<file path="config.mk">
export PLATFORM = sky130hd
export DESIGN_NAME = axil_master_seq_flat
export DESIGN_NICKNAME = d
export VERILOG_FILES = /design/src/rtl/axil_pkg.sv /design/src/rtl/axil_master_seq_if.sv /design/src/rtl/axil_master_seq.sv /design/src/flat_wrapper.sv
export SDC_FILE = /design/constraint.sdc
export NUM_CORES = 1
export LEC_CHECK = 0
export ABC_AREA = 0
export BUFFER_PORTS_ARGS = -buffer_cell sky130_fd_sc_hd__buf_2
export CAP_MARGIN = 20
export CORE_MARGIN = 1.5
export CORE_UTILIZATION = 50
export DETAILED_ROUTE_END_ITERATION = 16
export PLACE_DENSITY_LB_ADDON = 0.05
export SYNTH_ARGS = -nofsm -noshare
export SYNTH_HDL_FRONTEND = slang
export SYNTH_SLANG_ARGS = --single-unit
</file>
<file path="constraint.sdc">
create_clock -name ACLK -period 3.15 [get_ports ACLK]
set_input_delay 0.63 -clock ACLK [delete_from_list [all_inputs] [get_ports ACLK]]
set_output_delay 0.63 -clock ACLK [all_outputs]
set_load 0.01 [all_outputs]
</file>
<file path="src/rtl/axil_pkg.sv">
// Shared types and constants for the AXI4-Lite master sequencer.
package axil_pkg;

   localparam int unsigned ADDR_W = 32;
   localparam int unsigned DATA_W = 32;
   localparam int unsigned STRB_W = 4;

   localparam logic RESP_OKAY = 1'b0;
   localparam logic RESP_ERR  = 1'b1;

   typedef enum logic [2:0] {
      S_IDLE,
      S_WR_REQ,
      S_WR_RESP,
      S_RD_REQ,
      S_RD_RESP,
      S_DONE
   } axil_seq_state_e;

endpackage

</file>
<file path="src/rtl/axil_master_seq_if.sv">
// Command/response port plus AXI4-Lite bus signals of the sequencer.
interface axil_master_seq_if;
   import axil_pkg::*;

   logic              cmd_valid;
   logic              cmd_ready;
   logic              cmd_write;
   logic [ADDR_W-1:0] cmd_addr;
   logic [DATA_W-1:0] cmd_wdata;
   logic [STRB_W-1:0] cmd_wstrb;
   logic              rsp_valid;
   logic [DATA_W-1:0] rsp_rdata;
   logic              rsp_err;
   logic              rsp_timeout;

   logic              AWVALID;
   logic              AWREADY;
   logic [ADDR_W-1:0] AWADDR;
   logic              AWPROT;
   logic              WVALID;
   logic              WREADY;
   logic [DATA_W-1:0] WDATA;
   logic [STRB_W-1:0] WSTRB;
   logic              BVALID;
   logic              BREADY;
   logic              BRESP;
   logic              ARVALID;
   logic              ARREADY;
   logic [ADDR_W-1:0] ARADDR;
   logic              ARPROT;
   logic              RVALID;
   logic              RREADY;
   logic [DATA_W-1:0] RDATA;
   logic              RRESP;

   // Sequencer side: consumes commands, drives the AXI master channels.
   modport master (
      input  cmd_valid, cmd_write, cmd_addr, cmd_wdata, cmd_wstrb,
      output cmd_ready, rsp_valid, rsp_rdata, rsp_err, rsp_timeout,
      output AWVALID, AWADDR, AWPROT, input AWREADY,
      output WVALID, WDATA, WSTRB, input WREADY,
      input  BVALID, BRESP, output BREADY,
      output ARVALID, ARADDR, ARPROT, input ARREADY,
      input  RVALID, RDATA, RRESP, output RREADY
   );

   // Requester plus AXI slave side.
   modport slave (
      output cmd_valid, cmd_write, cmd_addr, cmd_wdata, cmd_wstrb,
      input  cmd_ready, rsp_valid, rsp_rdata, rsp_err, rsp_timeout,
      input  AWVALID, AWADDR, AWPROT, output AWREADY,
      input  WVALID, WDATA, WSTRB, output WREADY,
      output BVALID, BRESP, input BREADY,
      input  ARVALID, ARADDR, ARPROT, output ARREADY,
      output RVALID, RDATA, RRESP, input RREADY
   );

endinterface

</file>
<file path="src/rtl/axil_master_seq.sv">
// Single-outstanding AXI4-Lite master: one command in, one full write or read
// transaction out, with a timeout so a hung slave cannot stall the requester.
module axil_master_seq
   import axil_pkg::*;
#(
   parameter int unsigned TIMEOUT_CYCLES = 256,
   parameter logic        PROT_VAL       = 1'b0
) (
   input logic               ACLK,
   input logic               ARESETN,
   axil_master_seq_if.master bus
);

   localparam int unsigned      CNT_W    = (TIMEOUT_CYCLES > 2) ? $clog2(TIMEOUT_CYCLES) : 1;
   localparam logic [CNT_W-1:0] CNT_LAST = CNT_W'(TIMEOUT_CYCLES - 1);

   axil_seq_state_e   state, state_nxt;
   logic [CNT_W-1:0]  cnt;
   logic              aw_done, w_done;
   logic [ADDR_W-1:0] addr_q;
   logic [DATA_W-1:0] wdata_q;
   logic [STRB_W-1:0] wstrb_q;
   logic [DATA_W-1:0] rdata_q;
   logic              err_q, tmo_q;
   logic              accept, expired, b_hs, r_hs, abort;

   assign expired = (cnt == CNT_LAST);

   always_ff @(posedge ACLK or negedge ARESETN) begin
      if (!ARESETN) state <= S_IDLE;
      else          state <= state_nxt;
   end

   // Expiry outranks request-phase handshakes; only the B/R handshake beats it.
   always_comb begin
      state_nxt     = state;
      accept        = 1'b0;
      abort         = 1'b0;
      b_hs          = 1'b0;
      r_hs          = 1'b0;
      bus.cmd_ready = 1'b0;
      bus.rsp_valid = 1'b0;
      bus.AWVALID   = 1'b0;
      bus.WVALID    = 1'b0;
      bus.BREADY    = 1'b0;
      bus.ARVALID   = 1'b0;
      bus.RREADY    = 1'b0;
      unique case (state)
         S_IDLE: begin
            bus.cmd_ready = 1'b1;
            if (bus.cmd_valid) begin
               accept    = 1'b1;
               state_nxt = bus.cmd_write ? S_WR_REQ : S_RD_REQ;
            end
         end
         S_WR_REQ: begin
            bus.AWVALID = !aw_done;
            bus.WVALID  = !w_done;
            if (expired) begin
               abort     = 1'b1;
               state_nxt = S_DONE;
            end else if ((aw_done || bus.AWREADY) && (w_done || bus.WREADY)) begin
               state_nxt = S_WR_RESP;
            end
         end
         S_WR_RESP: begin
            bus.BREADY = 1'b1;
            if (bus.BVALID) begin
               b_hs      = 1'b1;
               state_nxt = S_DONE;
            end else if (expired) begin
               abort     = 1'b1;
               state_nxt = S_DONE;
            end
         end
         S_RD_REQ: begin
            bus.ARVALID = 1'b1;
            if (expired) begin
               abort     = 1'b1;
               state_nxt = S_DONE;
            end else if (bus.ARREADY) begin
               state_nxt = S_RD_RESP;
            end
         end
         S_RD_RESP: begin
            bus.RREADY = 1'b1;
            if (bus.RVALID) begin
               r_hs      = 1'b1;
               state_nxt = S_DONE;
            end else if (expired) begin
               abort     = 1'b1;
               state_nxt = S_DONE;
            end
         end
         S_DONE: begin
            bus.rsp_valid = 1'b1;
            state_nxt     = S_IDLE;
         end
         default: state_nxt = S_IDLE;
      endcase
   end

   always_ff @(posedge ACLK or negedge ARESETN) begin
      if (!ARESETN) begin
         cnt     <= '0;
         aw_done <= 1'b0;
         w_done  <= 1'b0;
         addr_q  <= '0;
         wdata_q <= '0;
         wstrb_q <= '0;
         rdata_q <= '0;
         err_q   <= RESP_OKAY;
         tmo_q   <= 1'b0;
      end else begin
         if (accept) begin
            addr_q  <= bus.cmd_addr;
            wdata_q <= bus.cmd_wdata;
            wstrb_q <= bus.cmd_wstrb;
            cnt     <= '0;
            aw_done <= 1'b0;
            w_done  <= 1'b0;
         end else if (state inside {S_WR_REQ, S_WR_RESP, S_RD_REQ, S_RD_RESP}) begin
            cnt <= cnt + CNT_W'(1);
         end

         if (state == S_WR_REQ) begin
            if (bus.AWREADY) aw_done <= 1'b1;
            if (bus.WREADY)  w_done  <= 1'b1;
         end

         if (abort) begin
            tmo_q   <= 1'b1;
            err_q   <= RESP_ERR;
            rdata_q <= '0;
         end else if (b_hs) begin
            tmo_q   <= 1'b0;
            err_q   <= bus.BRESP;
            rdata_q <= '0;
         end else if (r_hs) begin
            tmo_q   <= 1'b0;
            err_q   <= bus.RRESP;
            rdata_q <= bus.RDATA;
         end
      end
   end

   assign bus.AWADDR      = addr_q;
   assign bus.AWPROT      = PROT_VAL;
   assign bus.WDATA       = wdata_q;
   assign bus.WSTRB       = wstrb_q;
   assign bus.ARADDR      = addr_q;
   assign bus.ARPROT      = PROT_VAL;
   assign bus.rsp_rdata   = rdata_q;
   assign bus.rsp_err     = err_q;
   assign bus.rsp_timeout = tmo_q;

endmodule

</file>
<file path="src/flat_wrapper.sv">
// flat-port wrapper written by rule: the top's interface ports become plain ports
module axil_master_seq_flat import axil_pkg::*;
#(
   parameter int unsigned TIMEOUT_CYCLES = 256,
   parameter logic        PROT_VAL       = 1'b0
)
  (ACLK, ARESETN, bus_cmd_valid, bus_cmd_write, bus_cmd_addr, bus_cmd_wdata, bus_cmd_wstrb, bus_cmd_ready, bus_rsp_valid, bus_rsp_rdata, bus_rsp_err, bus_rsp_timeout, bus_AWVALID, bus_AWADDR, bus_AWPROT, bus_AWREADY, bus_WVALID, bus_WDATA, bus_WSTRB, bus_WREADY, bus_BVALID, bus_BRESP, bus_BREADY, bus_ARVALID, bus_ARADDR, bus_ARPROT, bus_ARREADY, bus_RVALID, bus_RDATA, bus_RRESP, bus_RREADY);
  axil_master_seq_if bus_i ();
  input logic ACLK;
  input logic ARESETN;
  input wire logic [$bits(bus_i.cmd_valid)-1:0] bus_cmd_valid;
  input wire logic [$bits(bus_i.cmd_write)-1:0] bus_cmd_write;
  input wire logic [$bits(bus_i.cmd_addr)-1:0] bus_cmd_addr;
  input wire logic [$bits(bus_i.cmd_wdata)-1:0] bus_cmd_wdata;
  input wire logic [$bits(bus_i.cmd_wstrb)-1:0] bus_cmd_wstrb;
  output wire logic [$bits(bus_i.cmd_ready)-1:0] bus_cmd_ready;
  output wire logic [$bits(bus_i.rsp_valid)-1:0] bus_rsp_valid;
  output wire logic [$bits(bus_i.rsp_rdata)-1:0] bus_rsp_rdata;
  output wire logic [$bits(bus_i.rsp_err)-1:0] bus_rsp_err;
  output wire logic [$bits(bus_i.rsp_timeout)-1:0] bus_rsp_timeout;
  output wire logic [$bits(bus_i.AWVALID)-1:0] bus_AWVALID;
  output wire logic [$bits(bus_i.AWADDR)-1:0] bus_AWADDR;
  output wire logic [$bits(bus_i.AWPROT)-1:0] bus_AWPROT;
  input wire logic [$bits(bus_i.AWREADY)-1:0] bus_AWREADY;
  output wire logic [$bits(bus_i.WVALID)-1:0] bus_WVALID;
  output wire logic [$bits(bus_i.WDATA)-1:0] bus_WDATA;
  output wire logic [$bits(bus_i.WSTRB)-1:0] bus_WSTRB;
  input wire logic [$bits(bus_i.WREADY)-1:0] bus_WREADY;
  input wire logic [$bits(bus_i.BVALID)-1:0] bus_BVALID;
  input wire logic [$bits(bus_i.BRESP)-1:0] bus_BRESP;
  output wire logic [$bits(bus_i.BREADY)-1:0] bus_BREADY;
  output wire logic [$bits(bus_i.ARVALID)-1:0] bus_ARVALID;
  output wire logic [$bits(bus_i.ARADDR)-1:0] bus_ARADDR;
  output wire logic [$bits(bus_i.ARPROT)-1:0] bus_ARPROT;
  input wire logic [$bits(bus_i.ARREADY)-1:0] bus_ARREADY;
  input wire logic [$bits(bus_i.RVALID)-1:0] bus_RVALID;
  input wire logic [$bits(bus_i.RDATA)-1:0] bus_RDATA;
  input wire logic [$bits(bus_i.RRESP)-1:0] bus_RRESP;
  output wire logic [$bits(bus_i.RREADY)-1:0] bus_RREADY;
  assign bus_i.cmd_valid = bus_cmd_valid;
  assign bus_i.cmd_write = bus_cmd_write;
  assign bus_i.cmd_addr = bus_cmd_addr;
  assign bus_i.cmd_wdata = bus_cmd_wdata;
  assign bus_i.cmd_wstrb = bus_cmd_wstrb;
  assign bus_cmd_ready = bus_i.cmd_ready;
  assign bus_rsp_valid = bus_i.rsp_valid;
  assign bus_rsp_rdata = bus_i.rsp_rdata;
  assign bus_rsp_err = bus_i.rsp_err;
  assign bus_rsp_timeout = bus_i.rsp_timeout;
  assign bus_AWVALID = bus_i.AWVALID;
  assign bus_AWADDR = bus_i.AWADDR;
  assign bus_AWPROT = bus_i.AWPROT;
  assign bus_i.AWREADY = bus_AWREADY;
  assign bus_WVALID = bus_i.WVALID;
  assign bus_WDATA = bus_i.WDATA;
  assign bus_WSTRB = bus_i.WSTRB;
  assign bus_i.WREADY = bus_WREADY;
  assign bus_i.BVALID = bus_BVALID;
  assign bus_i.BRESP = bus_BRESP;
  assign bus_BREADY = bus_i.BREADY;
  assign bus_ARVALID = bus_i.ARVALID;
  assign bus_ARADDR = bus_i.ARADDR;
  assign bus_ARPROT = bus_i.ARPROT;
  assign bus_i.ARREADY = bus_ARREADY;
  assign bus_i.RVALID = bus_RVALID;
  assign bus_i.RDATA = bus_RDATA;
  assign bus_i.RRESP = bus_RRESP;
  assign bus_RREADY = bus_i.RREADY;
  axil_master_seq #(.TIMEOUT_CYCLES(TIMEOUT_CYCLES), .PROT_VAL(PROT_VAL)) u_core (.ACLK(ACLK), .ARESETN(ARESETN), .bus(bus_i));
endmodule
</file>
==> impl_metrics.toml <==
[sta]
fmax_mhz = 381.0
tns_ns = 0
maxSlewHeadroom = 0.6146
drv_slew = 0
tightest_slew_ns = 0.5781
setup_viol = 0
period_needed_ns = 2.624
period_share = 0.8331
rsz0062_at_grt = "false"
final_hold_viol_count = 0
clock-skew-final_ns = 0.009142

[critical_path]
cp.required_ns = 2.52
criticalPathCategory = "flip-flop to primary output"
worstPathMaxFanout = 12
cpMaxStageDelayCell = "dfrtp_1"
worstSetupStartpointType = "flip-flop"
r2r-start = "u_core.state[1]"
cpPeakStageDelay_ns = 0.67
crit_path_end_kind = "primary output"
critPathArrivalTime_ns = 1.99
startpoint = "u_core.state[0]"
crit_chain = "inv_1 -> or3_1 -> nor2_1 -> buf_2"

[yosys]
yosysSeqAreaShare = 0.5611
ys_async_sr_fraction = 1.000
yosys.cell_count.top_type = "nand2_1"
ys.flop_type = "dfrtp_1"
synth_area_per_cell_um2 = 9.659
yosysTopAreaCell = "dfrtp_1"
syn-cell-area_um2 = 5129
synth_cell_types = 44
syn-instance-count = 531
ys_ff_latch = 115
synth_edf_count = 0
yosys.area.top_type_share = 0.5611
yosysWarnings = 0
yosys-top-cells-area = "dfrtp_1, nand2_1, mux2i_1"
synth_common_cells = "nand2_1, dfrtp_1, buf_4"

[floorplanning]
die_x_um = 104.3
ioPinCount = 254
num_rows = 36
core_area_um2 = 9864
die_h_um = 104.3
dieArea_um2 = 10870
start_util = 0.5199

[place]
dp_hpwl_um = 9057
port-buffer-count = 251
place.gp.congestion = 0.8331
dpl_cell_area_um2 = 6220

[grt]
globalRoute.totalOverflow = 0
grt_max_degree = 74
grt_pass1_vias = 4129
grt_pass1_wl_um = 20370
grt_antenna_before_repair = 0
grt_usage = 0.2375

[final_layout]
nets = 857
final_util = 0.6885
num_antenna_cells = 0
final_layout_size_suffix_gt1_frac = 0.3947
syn_to_final_growth_pct = 32.42
stdcell_area_um2 = 6792

[clock_network]
clkSlewWorstSetupHoldPaths_ns = 0.05
clk_latency_ns = 0.50
cts_tree = "yes"
numCtsBuffers = 17
postCtsSetupBuffers = 0
cts.sinks = 115
cts_buffer_depth = 2
htreeDepth = 4
cts-root-buf = "clkbuf_8"

[route]
firstDrtPassIters = 4
vias = 4253
vias_per_cell = 4.789
wire_per_inst_um = 14.14
detail-route-antenna-nets = 0
drc = 0
drt_iter0_markers = 243
wl_um = 12560

[worst_hold_path]
hp-start = "bus_cmd_wdata[23]"
hold_class = "primary input to flip-flop"

[power]
vdd_drop_max_mv = 0.6558
powerDensity_nw_per_um2 = 1045
leakage_uw = 0.004060

[flow_run]
max_cap_viol_count = 0

[status]
status = "finished clean"
## worst max-delay path: cells and delay by family, from the launching register on
family,cells,cell delay (ns)
flip-flops,1,0.67
buffers and inverters,2,0.36
AND/OR/NAND/NOR,2,0.46
## metal layers
| layer | vias up | part of all wire | global-route usage |
|---|---|---|---|
| met5 | - | 0 | 0 |
| met4 | 0 | 0.011 | 0.07143 |
| met3 | 11 | 0.070 | 0.07832 |
| met2 | 178 | 0.50 | 0.3971 |
| met1 | 1959 | 0.42 | 0.2924 |
| li1 | 2105 | - | - |
## per-stage QoR
stage	hold WS [ns]	setup slack, ns	std cells	power [uW]
2_1_floorplan	0.3344	1.267	532	4365
3_3_place_gp	0.4539	1.130	858	5239
3_5_place_dp	0.4574	1.072	858	5325
4_1_cts	0.2890	0.5173	888	7192
5_1_grt	0.2909	0.3897	888	7603
6_report	0.3169	0.5256	888	7096
## path summary, 6_finish.rpt
kind,to,slack [ns],cells after the start
hold / removal,u_core.bus.WDATA[23],0.32,3
min in group asynchronous,u_core.bus.rsp_rdata[7],0.55,2
max in group asynchronous,u_core.bus.WDATA[29],1.81,3
setup reg to reg,u_core.bus.ARADDR[18],1.10,5
hold reg to reg,u_core.bus.WDATA[0],0.46,2
setup / recovery,bus_WVALID,0.53,4
## placed cells by master, fill, tap and decap left out, types with 2 or more instances in the layout
cell       Yosys  layout
dfrtp_1      115     115
clkbuf_1       6       4
or4_4          2       2
clkbuf_16      0      16
o21ai_1        2       2
nor2b_1        3       3
clkinv_2       0       3
o22ai_1        2       2
bufinv_16      0       3
nor2_1        10      10
inv_1          4       4
nand2_1      212     211
nor3_1        30      30
mux2i_1       33      33
a22o_1         2       2
and2_1         4       3
clkbuf_8       0       3
nor3_2         5       5
nand3_1        6       6
xnor2_1        4       4
o21ai_0        4       4
conb_1         1       2
buf_4         43       4
buf_12         0       3
a311oi_1       2       2
nor4_1         2       2
buf_2         11     250
a21oi_1        4       4
nand2b_1       2       2
## where the power goes
group / leakage [uW] / switching, uW / internal [uW]
combinational: 0.00231 / 1550 / 1130
sequential: 0.00147 / 459 / 2140
clock: 0.000278 / 601 / 1230
total: 0.00406 / 2610 / 4490
## what timing repair did
action,4_1_cts,5_1_grt
endpoints found under the hold margin,15,0
gates resized for setup,0,0
hold buffers,1,0
## registers in the layout (all words and copies together), names as in the netlist
signal / count
u_core.bus.rsp_timeout: 1
u_core.w_done: 1
u_core.bus.WSTRB: 4
u_core.state: 3
u_core.bus.ARADDR: 32
u_core.bus.rsp_err: 1
u_core.bus.rsp_rdata: 32
u_core.bus.WDATA: 32
u_core.cnt: 8
u_core.aw_done: 1
## final cells by class
class | count | area, um^2
multi-input cells | 349 | 1819
repair buffers | 258 | 1351
inverters | 4 | 15.01
flip-flops and latches | 115 | 2878
clock buffers | 23 | 456.7
clock inverters | 6 | 105.1
fillers | 796 | 3073
well taps | 133 | 166.4
## cell families after synthesis
kind of cell / after synthesis / share of synthesized area
compound gates: 25 / 0.03465
xor+xnor: 4 / 0.006830
fa+ha+maj: 1 / 0.002439
buf+inv: 68 / 0.08856
flops: 115 / 0.5611
mux: 33 / 0.06441
other cells: 1 / 0.0007312
simple gates: 284 / 0.2413
Note: power is estimated with default switching activity, not from simulation.
